`config.mk`:
```
export PLATFORM = sky130hd
export DESIGN_NAME = i2c_cfg_seq
export DESIGN_NICKNAME = d
export VERILOG_FILES = /design/src/rtl/i2c_cfg_seq.sv
export SDC_FILE = /design/constraint.sdc
export NUM_CORES = 1
export LEC_CHECK = 0
export CORE_MARGIN = 2
export CORE_UTILIZATION = 40
export DETAILED_ROUTE_END_ITERATION = 10
export PLACE_DENSITY_LB_ADDON = 0.05
export SKIP_LAST_GASP = 1
export SYNTH_ARGS = -nofsm -noshare
export SYNTH_HDL_FRONTEND = slang
export SYNTH_SLANG_ARGS = --single-unit
```
`constraint.sdc`:
```
create_clock -name sys_clk -period 3.8 [get_ports sys_clk]
set_input_delay 0.76 -clock sys_clk [delete_from_list [all_inputs] [get_ports sys_clk]]
set_output_delay 0.76 -clock sys_clk [all_outputs]
set_load 0.1 [all_outputs]
```
`src/rtl/i2c_cfg_seq.sv`:
```
// ---------------------------------------------------------------------------
// i2c_cfg_seq
//   Power-up configuration sequencer. After reset it waits PWR_DLY cycles, then
//   walks a small fixed register table and issues one I2C write per entry
//   through an external byte-level I2C driver. NACKs and missing completions
//   are retried up to RETRY_MAX times per entry before the sequence gives up.
//
//   Optional feature macro: I2C_CFG_READBACK_EN
//     When defined, each successful write is followed by a read of the same
//     register. The entry only counts as done once the read data matches the
//     table. A mismatch is treated like a NACK and the write is re-issued.
//
// Ports
//   sys_clk      : single clock, rising edge
//   rst_n        : asynchronous active-low reset
//   start        : one-cycle restart request (honoured only when not busy)
//   w_enable     : one-cycle write request to the I2C driver
//   r_enable     : one-cycle read request to the I2C driver (0 without readback)
//   slave_addr   : {SLAVE_ADDR, R/W}
//   i2c_addr     : register address of the current entry
//   i2c_data_w   : write data of the current entry
//   i2c_data_r   : read data from the driver, valid with i2c_done
//   i2c_done     : one-cycle end-of-transaction pulse from the driver
//   i2c_ack_err  : NACK flag, qualified by i2c_done
//   cfg_busy     : sequence in progress
//   cfg_done     : table written successfully
//   cfg_err      : sequence aborted after exhausting retries
//   err_idx      : index of the entry that failed
// ---------------------------------------------------------------------------
module i2c_cfg_seq #(
    parameter logic [6:0]  SLAVE_ADDR = 7'h7A,
    parameter int unsigned NUM_REGS   = 4,
    parameter int unsigned PWR_DLY    = 1000,
    parameter int unsigned GAP_DLY    = 100,
    parameter int unsigned TIMEOUT    = 65535,
    parameter int unsigned RETRY_MAX  = 3
) (
    input  logic       sys_clk,
    input  logic       rst_n,
    input  logic       start,
    output logic       w_enable,
    output logic       r_enable,
    output logic [7:0] slave_addr,
    output logic [7:0] i2c_addr,
    output logic [7:0] i2c_data_w,
    input  logic [7:0] i2c_data_r,
    input  logic       i2c_done,
    input  logic       i2c_ack_err,
    output logic       cfg_busy,
    output logic       cfg_done,
    output logic       cfg_err,
    output logic [3:0] err_idx
);

    typedef enum logic [2:0] {
        IDLE,
        PWR_WAIT,
        ISSUE,
        WAIT_DONE,
        GAP,
        FIN,
        FAIL
    } state_e;

    state_e      state_q, state_d;
    logic [31:0] cnt_q, cnt_d;
    logic [3:0]  idx_q, idx_d;
    logic [7:0]  retry_q, retry_d;
    logic        fin_pend_q, fin_pend_d;
    logic [7:0]  slave_addr_q, slave_addr_d;
    logic [7:0]  i2c_addr_q, i2c_addr_d;
    logic [7:0]  i2c_data_w_q, i2c_data_w_d;
    logic [3:0]  err_idx_q, err_idx_d;
`ifdef I2C_CFG_READBACK_EN
    logic        rd_q, rd_d;
`endif

    logic        txn_ok;
    logic        txn_fail;
    logic        advance;
    logic [15:0] entry_d;

    // Register table: {i2c_addr, data}. Unused indices read as zero.
    function automatic logic [15:0] rom_entry(input logic [3:0] i);
        case (i)
            4'd0:    return 16'h0501;
            4'd1:    return 16'h0623;
            4'd2:    return 16'h0745;
            4'd3:    return 16'h0867;
            default: return 16'h0000;
        endcase
    endfunction

    always_comb begin
        state_d      = state_q;
        cnt_d        = cnt_q;
        idx_d        = idx_q;
        retry_d      = retry_q;
        fin_pend_d   = fin_pend_q;
        slave_addr_d = slave_addr_q;
        i2c_addr_d   = i2c_addr_q;
        i2c_data_w_d = i2c_data_w_q;
        err_idx_d    = err_idx_q;
`ifdef I2C_CFG_READBACK_EN
        rd_d         = rd_q;
`endif
        txn_ok       = 1'b0;
        txn_fail     = 1'b0;
        advance      = 1'b0;
        entry_d      = '0;

        case (state_q)
            IDLE, FIN, FAIL: begin
                if (start) begin
                    state_d    = ISSUE;
                    idx_d      = '0;
                    retry_d    = '0;
                    fin_pend_d = 1'b0;
                    err_idx_d  = '0;
`ifdef I2C_CFG_READBACK_EN
                    rd_d       = 1'b0;
`endif
                end
            end

            PWR_WAIT: begin
                if ((cnt_q + 32'd1) >= 32'(PWR_DLY)) begin
                    state_d    = ISSUE;
                    idx_d      = '0;
                    retry_d    = '0;
                    fin_pend_d = 1'b0;
`ifdef I2C_CFG_READBACK_EN
                    rd_d       = 1'b0;
`endif
                end else begin
                    cnt_d = cnt_q + 32'd1;
                end
            end

            // The timeout window starts with the enable cycle, so the
            // ISSUE cycle already counts as cycle 0 of the wait.
            ISSUE: begin
                state_d = WAIT_DONE;
                cnt_d   = 32'd1;
            end

            WAIT_DONE: begin
                if (i2c_done) begin
                    if (i2c_ack_err) begin
                        txn_fail = 1'b1;
`ifdef I2C_CFG_READBACK_EN
                    end else if (rd_q && (i2c_data_r != rom_entry(idx_q)[7:0])) begin
                        txn_fail = 1'b1;
`endif
                    end else begin
                        txn_ok = 1'b1;
                    end
                end else if ((cnt_q + 32'd1) >= 32'(TIMEOUT)) begin
                    txn_fail = 1'b1;
                end else begin
                    cnt_d = cnt_q + 32'd1;
                end

                if (txn_ok) begin
                    state_d = GAP;
                    cnt_d   = '0;
`ifdef I2C_CFG_READBACK_EN
                    // A good write is followed by its readback; only a good
                    // readback moves on to the next entry.
                    rd_d    = ~rd_q;
                    advance = rd_q;
`else
                    advance = 1'b1;
`endif
                    if (advance) begin
                        if (idx_q == 4'(NUM_REGS - 1)) begin
                            fin_pend_d = 1'b1;
                        end else begin
                            idx_d   = idx_q + 4'd1;
                            retry_d = '0;
                        end
                    end
                end else if (txn_fail) begin
                    if (retry_q < 8'(RETRY_MAX)) begin
                        retry_d = retry_q + 8'd1;
                        state_d = GAP;
                        cnt_d   = '0;
`ifdef I2C_CFG_READBACK_EN
                        rd_d    = 1'b0;
`endif
                    end else begin
                        state_d   = FAIL;
                        err_idx_d = idx_q;
                    end
                end
            end

            GAP: begin
                if ((cnt_q + 32'd1) >= 32'(GAP_DLY)) begin
                    state_d = fin_pend_q ? FIN : ISSUE;
                end else begin
                    cnt_d = cnt_q + 32'd1;
                end
            end

            default: begin
                state_d = IDLE;
            end
        endcase

        // Transaction fields are loaded on entry to ISSUE and then held until
        // the next ISSUE, which keeps them stable across WAIT_DONE.
        if (state_d == ISSUE) begin
            entry_d      = rom_entry(idx_d);
            i2c_addr_d   = entry_d[15:8];
            i2c_data_w_d = entry_d[7:0];
`ifdef I2C_CFG_READBACK_EN
            slave_addr_d = {SLAVE_ADDR, rd_d};
`else
            slave_addr_d = {SLAVE_ADDR, 1'b0};
`endif
        end
    end

    always_ff @(posedge sys_clk or negedge rst_n) begin
        if (!rst_n) begin
            state_q      <= PWR_WAIT;
            cnt_q        <= '0;
            idx_q        <= '0;
            retry_q      <= '0;
            fin_pend_q   <= 1'b0;
            slave_addr_q <= '0;
            i2c_addr_q   <= '0;
            i2c_data_w_q <= '0;
            err_idx_q    <= '0;
`ifdef I2C_CFG_READBACK_EN
            rd_q         <= 1'b0;
`endif
        end else begin
            state_q      <= state_d;
            cnt_q        <= cnt_d;
            idx_q        <= idx_d;
            retry_q      <= retry_d;
            fin_pend_q   <= fin_pend_d;
            slave_addr_q <= slave_addr_d;
            i2c_addr_q   <= i2c_addr_d;
            i2c_data_w_q <= i2c_data_w_d;
            err_idx_q    <= err_idx_d;
`ifdef I2C_CFG_READBACK_EN
            rd_q         <= rd_d;
`endif
        end
    end

`ifdef I2C_CFG_READBACK_EN
    assign w_enable = (state_q == ISSUE) && !rd_q;
    assign r_enable = (state_q == ISSUE) && rd_q;
`else
    logic unused_data_r;
    assign unused_data_r = ^i2c_data_r;
    assign w_enable      = (state_q == ISSUE);
    assign r_enable      = 1'b0;
`endif

    assign slave_addr = slave_addr_q;
    assign i2c_addr   = i2c_addr_q;
    assign i2c_data_w = i2c_data_w_q;
    assign err_idx    = err_idx_q;
    assign cfg_busy   = (state_q == PWR_WAIT) || (state_q == ISSUE) ||
                        (state_q == WAIT_DONE) || (state_q == GAP);
    assign cfg_done   = (state_q == FIN);
    assign cfg_err    = (state_q == FAIL);

endmodule

```
==> reports/results.ini <==
[layout]
final_util_pct=48.3
areaGrowthSynthToFinish_pct=16.5
antenna_cells=0
fillers=962
drive_gt1_share_pct=16.2
multi_input_area_sq_um=2340
design_area_sq_um=4770
seq_area_sq_um=1500
nNetsFinal=525

[routing]
viasPerCell=5.63
drtAntennaViolNets=0
drt_iter0_drc=135
wl_mm=10.7
first_pass_iters=4
drc=0
routedWlPerCell_um=16.5
num_vias=3640

[clock_tree]
cts_buffer_depth=2
cts_tree=done
clk-insertion-delay-late_ps=360
cts.sink_count=60
cts_made_buffers=9
clk_pin_slew_ps=80
cts_hold_buf=0
cts_root_buffer=clkbuf_8
cts_max_level=3
postCtsSetupRepairBufs=0

[floorplanning]
coreArea_sq_um=9860
placement_rows=36
die_area_sq_um=11100
floorplan.initialDensity_pct=41.5
io_pins=46
dieWidth_um=105
die_y_um=105

[pwr]
pwr-share-clk_pct=23.9
switching_share_pct=47.1
powerDensity_nw_per_um2=646
p_switching_w=0.00145
peakVddDrop_mv=0.494
leakagePower_nw=2.01
internal_power_w=0.00163
pwr-share-comb_pct=48.0
seqPwrFrac_pct=28.1

[worst_setup_path]
r2r.worst_path.cells=12
cp.arrival_ps=3830
reg2reg_slack_ps=210
r2r_start=cnt_q[2]
worstSetupEndpointType=register
r2r-end=cnt_q[11]
cp-start-kind=register
cp_max_fo=12
worstPathRequired_ps=4040
critical_path_class=register to register

[placed_design]
post_dp_cell_area_sq_um=4500
place_hpwl_mm=7.67
place_congestion=0.879
io_buffers=26

[timing]
hold_violations=0
relSlewSlack_pct=34.9
clock.fmax_mhz=279
period_share_pct=94.3
period_minus_slack_ps=3590
fin_skew_ps=14.5
fin_tns_setup_ps=0
tightest_slew_ps=973
drv_slew=0
setup_viol=0
rsz0062_at_grt=false

[worst_hold_path]
min_path_type=input pin to async pin

[yosys]
synth-edff-count=0
syn_avg_cell_area_sq_um=8.54
synthFlopType=dfrtp_1
synth.cell_area_sq_um=4090
synthCells=479
synth_top_area_share_pct=36.1
ys_async_sr_fraction_pct=100
yosysTopAreaCell=dfrtp_1
synth_cell_types=71
ys_ff_latch=60
ys_seq_area_share_pct=36.7
yosys-top-cells-area=dfrtp_1, nand2_1, nand3_1, buf_4, and2_1
yosysWarningCount=0

[global_routing]
grt_pass1_wl_mm=18.1
overflow=0
grt_pass1_vias=3509
grt_util_all_layers_pct=20.6
grt_max_degree=42
antenna_found_initial=0

[flow_run]
cap_violations=0

[status]
status=complete, no violations

-- power groups by stage --
stage               registers [W]  clock network (W)  logic, W
CTS                      0.000863           0.000750   0.00149
global route             0.000885           0.000778   0.00161
detailed placement       0.000875                  0   0.00149
global placement         0.000873                  0   0.00149
floorplan                0.000954                  0  0.000995
finish                   0.000865           0.000734   0.00148
-- placed cells by master (no fill, tap or decap), types with 4 or more instances in the layout --
cell and n:
clkdlybuf4s50_1 21, clkbuf_8 9, and4_1 7, conb_1 11, and3_1 8, ha_1 4
nand4_1 8, a22o_1 5, nor2b_1 10, o21ai_0 22, buf_4 29, dfrtp_1 59
a31oi_1 10, or2_2 5, nor3_1 14, xnor2_1 6, a41oi_1 5, mux2_2 8
or4_1 6, and2_1 20, nand3_1 35, nor4_1 12, nand2_1 50, inv_1 16
a21oi_1 23, nor2_1 29
-- through the flow --
stage               cells  power, W  setup slack (ps)  hold slack [ps]
global route          646   0.00328             0.950              356
CTS                   646   0.00311               129              336
floorplan             489   0.00195               389              455
detailed placement    630   0.00236               153              474
finish                646   0.00308               215              330
global placement      630   0.00236               177              474
-- what timing repair did --
action / CTS / global route
endpoints found under the setup margin: 0 / 19
endpoints found under the hold margin: 0 / 0
resized for setup: 0 / 4
-- how the worst max path moves through the flow --
stage             start       endpoint  slack [ps]
2_1_floorplan  cnt_q[1]  i2c_data_w[2]         390
3_3_place_gp   cnt_q[0]  i2c_data_w[5]         180
3_5_place_dp   cnt_q[0]  i2c_data_w[5]         150
4_1_cts        cnt_q[0]  i2c_data_w[5]         130
5_1_grt        cnt_q[3]      cnt_q[11]           1
6_report       cnt_q[2]      cnt_q[11]         210
-- final cells by class --
cell class / instances / share of cell area (%)
clock buffer: 10 / 2.68
clock inverter: 6 / 2.36
inverter: 17 / 1.34
multi-input combinational: 368 / 49.1
sequential: 60 / 31.5
tap: 133 / 3.49
timing repair buffer: 52 / 9.50
-- state kept, by name, summed over array words and instances, names as in the netlist --
signal / cells
err_idx: 4
i2c_data_w: 3
idx_q: 4
cnt_q: 32
retry_q: 8
i2c_addr: 4
fin_pend_q: 1
state_q: 3
slave_addr: 1
-- metal layers --
layer	global-route usage, %	wire length (um)
met1	28.0	5040
met2	32.5	5100
met3	5.55	366
met4	5.05	148
met5	0	0
-- cells by family after synthesis --
family                   synth area share, %
AO/OA/AOI/OAI                           18.5
adder cells (fa/ha/maj)                 1.22
AND/OR/NAND/NOR                         31.1
multiplexers                            2.94
other                                 0.0917
flip-flops                              36.7
buffers and inverters                   7.68
XOR/XNOR                                1.71
-- synth_stat cells, drive strengths merged, types with 4 or more instances --
library cell  count
dfrtp            59
nand2            51
nand3            35
buf              30
nor2             29
a21oi            23
o21ai            23
and2             20
inv              16
nor3             16
clkbuf           14
nor4             14
nand4            11
a31oi            10
nor2b            10
and3              8
and4              8
mux2              8
or2               6
or4               6
xnor2             6
a211oi            5
a22o              5
a41oi             5
ha                4
-- worst max-delay path, cell delays in order (launching register included) --
cell and delay, ps:
dfrtp_1 550, nand3_1 190, or4b_2 630, a31oi_1 310, and3_1 210, a41oi_1 190
nor4b_4 210, buf_4 170, a21oi_1 500, buf_4 230, nor2_1 40, o21ai_0 140
o31ai_1 90
Note: power is estimated with default switching activity, not from simulation.
